File: src/rtl/lsu_pkg.sv
// lsu_pkg: shared definitions for the load/store unit.
//   - lsu_state_e    : FSM state encoding
//   - MEM_SIZE_*     : load size codes, shared with the decoder
//   - WBMASK_*       : unshifted store byte masks, shared with the decoder
//   - lsu_misaligned : alignment / legality check for one request
package lsu_pkg;

    typedef enum logic [2:0] {
        ST_IDLE = 3'd0,
        ST_REQ  = 3'd1,
        ST_RESP = 3'd2,
        ST_DONE = 3'd3,
        ST_ERR  = 3'd4
    } lsu_state_e;

    localparam logic [1:0] MEM_SIZE_BYTE = 2'b00;
    localparam logic [1:0] MEM_SIZE_HALF = 2'b01;
    localparam logic [1:0] MEM_SIZE_WORD = 2'b10;

    localparam logic [3:0] WBMASK_BYTE = 4'b0001;
    localparam logic [3:0] WBMASK_HALF = 4'b0011;
    localparam logic [3:0] WBMASK_WORD = 4'b1111;

    // Illegal encodings (size 11, odd store masks) are reported as
    // misaligned so the core sees a single error path.
    function automatic logic lsu_misaligned(
        input logic       is_load,
        input logic [1:0] mem_size,
        input logic [3:0] wbmask,
        input logic [1:0] lane
    );
        logic bad;
        bad = 1'b1;
        if (is_load) begin
            case (mem_size)
                MEM_SIZE_BYTE: bad = 1'b0;
                MEM_SIZE_HALF: bad = lane[0];
                MEM_SIZE_WORD: bad = (lane != 2'b00);
                default:       bad = 1'b1;
            endcase
        end else begin
            case (wbmask)
                WBMASK_BYTE: bad = 1'b0;
                WBMASK_HALF: bad = lane[0];
                WBMASK_WORD: bad = (lane != 2'b00);
                default:     bad = 1'b1;
            endcase
        end
        return bad;
    endfunction

endpackage

File: src/rtl/lsu_align.sv
// lsu_align: combinational load-data extractor.
//   resp_rdata  in  32  raw memory word
//   lane        in  2   byte offset (addr[1:0])
//   mem_size    in  2   00 byte, 01 half, 10 word
//   is_mem_sign in  1   sign-extend when 1, zero-extend when 0
//   result      out 32  extracted, extended load value
module lsu_align
    import lsu_pkg::*;
(
    input  logic [31:0] resp_rdata,
    input  logic [1:0]  lane,
    input  logic [1:0]  mem_size,
    input  logic        is_mem_sign,
    output logic [31:0] result
);

    logic [7:0]  byte_sel;
    logic [15:0] half_sel;

    always_comb begin
        byte_sel = resp_rdata[{lane, 3'b000} +: 8];
        half_sel = lane[1] ? resp_rdata[31:16] : resp_rdata[15:0];
        case (mem_size)
            MEM_SIZE_BYTE: result = {{24{is_mem_sign & byte_sel[7]}}, byte_sel};
            MEM_SIZE_HALF: result = {{16{is_mem_sign & half_sel[15]}}, half_sel};
            default:       result = resp_rdata;
        endcase
    end

endmodule

File: src/rtl/lsu.sv
// lsu: load/store unit, single-outstanding word-addressed memory bus.
//   clock, reset_n                 clock and asynchronous active-low reset
//   start, is_load, is_store       request strobe and kind (sampled in IDLE)
//   addr, wdata                    byte address, unshifted store data
//   mem_wbmask, mem_size           store mask / load size as decoded
//   is_mem_sign                    sign-extend load data
//   busy, done, rdata, err         status and load result to the core
//   req_valid/ready/we/addr/wdata/wstrb   memory request channel
//   resp_valid, resp_rdata         memory response / write acknowledge
module lsu
    import lsu_pkg::*;
#(
    parameter int ADDR_W = 32,
    parameter int DATA_W = 32
) (
    input  logic              clock,
    input  logic              reset_n,
    input  logic              start,
    input  logic              is_load,
    input  logic              is_store,
    input  logic [ADDR_W-1:0] addr,
    input  logic [DATA_W-1:0] wdata,
    input  logic [3:0]        mem_wbmask,
    input  logic [1:0]        mem_size,
    input  logic              is_mem_sign,
    output logic              busy,
    output logic              done,
    output logic [DATA_W-1:0] rdata,
    output logic              err,
    output logic              req_valid,
    input  logic              req_ready,
    output logic              req_we,
    output logic [ADDR_W-1:0] req_addr,
    output logic [DATA_W-1:0] req_wdata,
    output logic [3:0]        req_wstrb,
    input  logic              resp_valid,
    input  logic [DATA_W-1:0] resp_rdata
);

    generate
        if (DATA_W != 32) begin : g_bad_data_w
            $error("lsu: DATA_W must be 32");
        end
    endgenerate

    lsu_state_e        state_q, state_d;
    logic              err_q, err_d;
    logic              load_q;
    logic [1:0]        lane_q;
    logic [1:0]        size_q;
    logic              sign_q;
    logic              req_we_q;
    logic [ADDR_W-1:0] req_addr_q;
    logic [DATA_W-1:0] req_wdata_q;
    logic [3:0]        req_wstrb_q;
    logic [DATA_W-1:0] rdata_q;
    logic [DATA_W-1:0] load_value;

    logic accept;
    logic misaligned;

    assign accept = (state_q == ST_IDLE) && start && (is_load ^ is_store);

    // The alignment verdict uses exactly the field values being latched on
    // this edge, so the latched request and the REQ/ERR choice always agree.
    assign misaligned = lsu_misaligned(is_load, mem_size, mem_wbmask, addr[1:0]);

    // ERR lasts two cycles: the first lets the error register settle, the
    // second carries the err pulse. This puts err two cycles after start
    // and keeps busy high through the pulse.
    always_comb begin
        state_d = state_q;
        err_d   = 1'b0;
        case (state_q)
            ST_IDLE: begin
                if (accept) begin
                    state_d = misaligned ? ST_ERR : ST_REQ;
                end
            end
            ST_REQ: begin
                if (req_ready) begin
                    state_d = ST_RESP;
                end
            end
            ST_RESP: begin
                if (resp_valid) begin
                    state_d = ST_DONE;
                end
            end
            ST_DONE: begin
                state_d = ST_IDLE;
            end
            ST_ERR: begin
                err_d   = !err_q;
                state_d = err_q ? ST_IDLE : ST_ERR;
            end
            default: begin
                state_d = ST_IDLE;
            end
        endcase
    end

    always_ff @(posedge clock or negedge reset_n) begin
        if (!reset_n) begin
            state_q <= ST_IDLE;
            err_q   <= 1'b0;
        end else begin
            state_q <= state_d;
            err_q   <= err_d;
        end
    end

    // Request fields are captured once and held for the whole transaction,
    // which keeps req_* stable under backpressure.
    always_ff @(posedge clock or negedge reset_n) begin
        if (!reset_n) begin
            load_q      <= 1'b0;
            lane_q      <= 2'b00;
            size_q      <= 2'b00;
            sign_q      <= 1'b0;
            req_we_q    <= 1'b0;
            req_addr_q  <= '0;
            req_wdata_q <= '0;
            req_wstrb_q <= 4'b0000;
        end else if (accept) begin
            load_q      <= is_load;
            lane_q      <= addr[1:0];
            size_q      <= mem_size;
            sign_q      <= is_mem_sign;
            req_we_q    <= is_store;
            req_addr_q  <= {addr[ADDR_W-1:2], 2'b00};
            req_wdata_q <= wdata << {addr[1:0], 3'b000};
            req_wstrb_q <= is_store ? (mem_wbmask << addr[1:0]) : 4'b0000;
        end
    end

    lsu_align u_align (
        .resp_rdata  (resp_rdata),
        .lane        (lane_q),
        .mem_size    (size_q),
        .is_mem_sign (sign_q),
        .result      (load_value)
    );

    // Stores leave rdata untouched so the last load result stays visible.
    always_ff @(posedge clock or negedge reset_n) begin
        if (!reset_n) begin
            rdata_q <= '0;
        end else if ((state_q == ST_RESP) && resp_valid && load_q) begin
            rdata_q <= load_value;
        end
    end

    assign busy      = (state_q != ST_IDLE);
    assign done      = (state_q == ST_DONE);
    assign err       = err_q;
    assign req_valid = (state_q == ST_REQ);
    assign req_we    = req_we_q;
    assign req_addr  = req_addr_q;
    assign req_wdata = req_wdata_q;
    assign req_wstrb = req_wstrb_q;
    assign rdata     = rdata_q;

endmodule
File: config.mk
export PLATFORM = sky130hd
export DESIGN_NAME = lsu
export DESIGN_NICKNAME = d
export VERILOG_FILES = /design/src/rtl/lsu_pkg.sv /design/src/rtl/lsu_align.sv /design/src/rtl/lsu.sv
export SDC_FILE = /design/constraint.sdc
export NUM_CORES = 1
export LEC_CHECK = 0
export CAP_MARGIN = 20
export CORE_MARGIN = 1
export CORE_UTILIZATION = 43
export CTS_BUF_LIST = sky130_fd_sc_hd__clkbuf_8
export DETAILED_ROUTE_END_ITERATION = 8
export PLACE_DENSITY = 0.79
export SLEW_MARGIN = 25
export SYNTH_ARGS = -nofsm -noshare
export SYNTH_HDL_FRONTEND = slang
export SYNTH_HIERARCHICAL = 1
export SYNTH_SLANG_ARGS = --single-unit
File: constraint.sdc
create_clock -name clock -period 4.6 [get_ports clock]
set_input_delay 0.46 -clock clock [delete_from_list [all_inputs] [get_ports clock]]
set_output_delay 0.46 -clock clock [all_outputs]
set_load 0.01 [all_outputs]
==> results of run 1 <==
[through the flow]
step           power [W]  hold slack, ps  area, um^2  setup WS, ps
3_3_place_gp     0.00389             453        7690          1970
5_1_grt          0.00476             155        7860          2180
3_5_place_dp     0.00397             467        7690          1920
2_1_floorplan    0.00285             164        5570          2830
4_1_cts          0.00451             272        7850          2320
6_report         0.00448             120        7860          2310
[per-layer routing]
| layer | routed length, um | track usage [%] |
|---|---|---|
| met1 | 6050 | 26.1 |
| met2 | 7400 | 38.0 |
| met3 | 1220 | 6.33 |
| met4 | 423 | 10.3 |
| met5 | 0 | 0 |
[worst min path at each step]
stage                               to    startpoint  cells past startpoint
after floorplan                    err       reset_n                      0
after detailed placement  req_wdata[8]  req_wdata[8]                      2
after global routing         rdata[28]       reset_n                      1
final                     req_addr[11]       reset_n                      1
after global placement             err           err                      1
after CTS                 req_addr[28]       reset_n                      1
[cell families (layout without fill, tap and decap cells)]
| logic type | after synthesis | in the layout | share of synthesized area (%) |
|---|---|---|---|
| and+or+nand+nor | 151 | 151 | 12.8 |
| DFF | 109 | 109 | 49.0 |
| AOI/OAI and AO/OA | 99 | 99 | 12.2 |
| muxes | 96 | 96 | 21.0 |
| buffers and inverters | 42 | 235 | 4.88 |
| other | 1 | 2 | 0.0674 |
| xor gates and xnor gates | 1 | 1 | 0.157 |
[layout make-up]
type,instances,area (um^2),area share [%]
Inverter,4,15.0,0.191
Timing Repair Buffer,216,2150,27.3
Multi-Input combinational cell,349,2580,32.9
Tap cell,172,215,2.74
Sequential cell,109,2730,34.7
Clock inverter,5,28.8,0.366
Clock buffer,10,138,1.75
[synth_stat cells, drive strengths merged]
master and count:
o22a 3, a21o 3, nand3b 3, nand2 93, and3 1, and2 1
a22o 2, a211o 2, o31ai 8, a32o 2, and2b 2, a22oi 5
and3b 1, a2bb2oi 3, conb 1, a21oi 24, nor2 17, o21bai 1
buf 26, inv 4, dfrtp 109, a221oi 1, nor4b 1, clkbuf 12
o21ai 23, nand2b 8, a31oi 2, a211oi 9, a221o 8, nor3b 1
nor2b 16, or4 1, a41o 1, nand3 2, nor3 3, o22ai 2
mux2 76, xor2 1, nand4 1, mux2i 20
[where the power goes]
group          internal (W)  switching (W)
clock              0.000206       0.000326
sequential          0.00137       0.000322
combinational       0.00133       0.000929
total               0.00290        0.00158
[registers in the layout, indices dropped and copies added (netlist names)]
name       flops
load_q         1
state_q        3
size_q         2
rdata         32
req_we         1
lane_q         2
err            1
sign_q         1
req_wdata     32
req_wstrb      4
req_addr      30
[critical path: stages]
cell             delay (ps)
clkdlybuf4s50_1         510
xor2_1                  260
nand3_4                 110
buf_4                   750
mux2_2                  420
==> run summary, run 1 <==
max_cap viols -> 0
top-area cell type share of the netlist area -> 49.0%
final hold violations -> 0
diode count -> 0
unrepaired setup endpoints after global routing -> no
nets -> 799
Clock Sinks -> 109
CP Max Fanout -> 95
via count -> 4,537
DRT iter0 DRCs -> 281
grt ovf -> 0
worst slew pin tran -> 984 ps
Sum Neg Setup Slack -> 0 ps
CTS tree -> yes
yosys warns -> 6
status -> complete, no violations
antenna violations before repair -> 0
area leader, netlist -> dfrtp_1
fin. max-slew vios -> 0
final setup fails -> 0
Crit. Startpoint -> is_load
Via density -> 5.25
Seq cells post-synth -> 109
Worst Setup Start Kind -> input pin
Clock Tree Root -> clkbuf_8
dpl cells -> 850
post-synthesis sequential area ratio -> 49.0%
post-route ant nets -> 0
CP Class -> in -> reg
Post-CTS Setup Bufs -> 0
CTS clk-pin slew, worst paths -> 100 ps
I/O Buffers -> 212
synthesis-to-layout area growth -> 41.1%
Top Ports -> 215
relative slew slack -> 34.4%
post-route minimum period -> 2290 ps
maximum vdd drop -> 0.000247 V
WP data required -> 4860 ps
top achievable clock speed -> 436 MHz
most frequent cells in the layout -> 210 x clkdlybuf4s50_1, 109 x dfrtp_1, 92 x nand2_1
Area contributors post-synth -> dfrtp_1 49%, mux2_2 9.3%, mux2_4 8.1%
non-filler cells, final -> 865
total track usage -> 22.3%
hold buffer count at CTS -> 0
crit path to -> req_addr[4]
num rows -> 41
Die Wd -> 116 um
commonest non-fill, non-tap cell in the layout -> clkdlybuf4s50_1
clk_lat worst skew -> 380 ps
Netlist cell types -> 49
Initial Util -> 44.1%
setup slack, reg-to-reg -> 2500 ps
drt pass-1 iters -> 4
Core ar. -> 12,600 um^2
pin count of the biggest net entering global routing -> 96
Max clock buf depth -> 2
fill count -> 1,035
Worst Skew -> 11.3 ps
reg-to-reg critical path startpoint -> lane_q[1]
pwr dens -> 570 nW/um^2
final period utilization -> 49.8%
WP data arrival -> 2550 ps
Post-CTS Resized -> 0
Leakage -> 3.52 nW
WL/cell -> 17.5 um
CTS buffer count -> 9
worst hold path type -> in -> async
final core occ -> 62.3%
r2r endpoint -> rdata[7]
hpwl dp -> 11.1 mm
DRC Markers -> 0
Syn Area/Cell -> 11.2 um^2
Die Ht -> 116 um
global placer's final weighted congestion -> 0.849
type of destination of the critical path -> register
Worst Reg2Reg Path Length in Cells -> 5
first-pass GRT wire length -> 22.9 mm
vias in the first global route -> 4,588
cell count after synthesis -> 499
proportion of layout cells with a drive suffix above 1 -> 16.2%
DIE AREA -> 13,400 um^2
CTS H-tree depth -> 3
Syn Std Cell Area -> 5570 um^2
Total Wirelength -> 15.1 mm
Note: power is estimated with default switching activity, not from simulation.
==> inputs of run 2 (changes only) <==
clock period = 2.11 ns   (was 4.6 ns; I/O delays follow)
==> run summary, run 2 (same netlist as run 1, synthesis figures left out) <==
worst hold path type -> in -> async
GR Util met2 -> 38.7%
placed inst area -> 7830 um^2
CTS buffer count -> 9
CP Class -> reg -> out
CTS tree -> yes
Leakage -> 3.61 nW
busiest grt layer -> met2
Core ar. -> 12,600 um^2
unrepaired setup endpoints after global routing -> no
pwr dens -> 1240 nW/um^2
DIE AREA -> 13,400 um^2
Die Wd -> 116 um
num rows -> 41
Initial Util -> 44.1%
antenna violations before repair -> 0
grt ovf -> 0
DRT iter0 DRCs -> 271
vias in the first global route -> 4,662
top achievable clock speed -> 496 MHz
Worst Setup Start Kind -> register
most frequent cells in the layout -> 210 x clkdlybuf4s50_1, 109 x dfrtp_1, 92 x nand2_1
proportion of layout cells with a drive suffix above 1 -> 17.8%
met1 global-route usage -> 27.0%
first-pass GRT wire length -> 23.5 mm
Top Ports -> 215
Max clock buf depth -> 2
CP Max Fanout -> 10
CTS H-tree depth -> 3
DRC Markers -> 0
post-route minimum period -> 2020 ps
fin. max-slew vios -> 0
dpl cells -> 862
diode count -> 0
synthesis-to-layout area growth -> 44.4%
final setup fails -> 0
pin count of the biggest net entering global routing -> 96
Total Wirelength -> 15.2 mm
status -> complete, no violations
type of destination of the critical path -> output port
final period utilization -> 95.6%
total track usage -> 23.2%
via count -> 4,586
maximum vdd drop -> 0.000591 V
max_cap viols -> 0
hpwl dp -> 11.3 mm
clk_lat worst skew -> 390 ps
Via density -> 5.22
post-route ant nets -> 0
Clock Sinks -> 109
nets -> 812
relative slew slack -> 57.0%
global placer's final weighted congestion -> 0.891
WP data arrival -> 1810 ps
Final Cell Area -> 8040 um^2
WL/cell -> 17.2 um
Worst Skew -> 6.39 ps
GR Util met3 -> 6.96%
final hold violations -> 0
CTS clk-pin slew, worst paths -> 100 ps
commonest non-fill, non-tap cell in the layout -> clkdlybuf4s50_1
Die Ht -> 116 um
worst slew pin tran -> 644 ps
Clock Tree Root -> clkbuf_8
WP data required -> 1900 ps
Sum Neg Setup Slack -> 0 ps
drt pass-1 iters -> 4
Hold Worst Slack -> 376 ps
non-filler cells, final -> 879
I/O Buffers -> 212
## run 2: cell types whose count changed in the layout (fill, tap and decap cells not counted), sizes merged
cell,before,now
bufinv,0,1
inv,5,4
buf,6,18
dlygate4sd3,0,1
clkbuf,10,9
clkinv,2,4
## run 2: path summary, 6_finish.rpt
kind	start	end	slack, ps	depth (start not counted)
hold / removal	reset_n	rdata[27]	380	2
setup reg to reg	lane_q[0]	rdata[8]	300	5
max in group asynchronous	reset_n	rdata[6]	1040	3
setup / recovery	state_q[0]	busy	90	3
hold reg to reg	err	err	470	1
min in group clock	addr[24]	req_addr[24]	420	2
## run 2: area by class of cell
| type | count | area (um^2) |
|---|---|---|
| Fill cell | 1071 | 4580 |
| Sequential cell | 109 | 2730 |
| Multi-Input combinational cell | 349 | 2580 |
| Timing Repair Buffer | 229 | 2290 |
| Tap cell | 172 | 215 |
| Clock buffer | 9 | 124 |
| Clock inverter | 7 | 76.3 |
| Inverter | 4 | 15.0 |
## run 2: per-stage QoR
stage	worst slack [ps]	total power (W)	util (%)
finish	93.7	0.0100	63.7
global route	11.6	0.0106	63.7
detailed placement	152	0.00875	62.0
floorplan	406	0.00622	-
global placement	221	0.00857	62.0
CTS	55.0	0.0101	63.7
## run 2: repair_timing
action,4_1_cts,5_1_grt
setup buffers,0,0
resized for setup,0,0
endpoints found under the hold margin,45,0
hold buffers,1,0
## run 2: critical path, cell delays in order (launching register included)
cell and delay (ps):
dfrtp_1 510, nor3_4 360, inv_1 70, clkdlybuf4s50_1 480
## run 2: metal layers
metal	vias to the layer above	wire length (um)
li1	2148	-
met1	2229	5900
met2	176	7410
met3	33	1340
met4	0	507
met5	-	0
## run 2: where the power goes
part	total [W]	leakage (nW)	internal (W)	switching, W
Clock	0.00131	0.0954	0.000553	0.000753
Sequential	0.00357	1.38	0.00298	0.000592
Combinational	0.00512	2.14	0.00297	0.00215
Total	0.0100	3.61	0.00651	0.00350
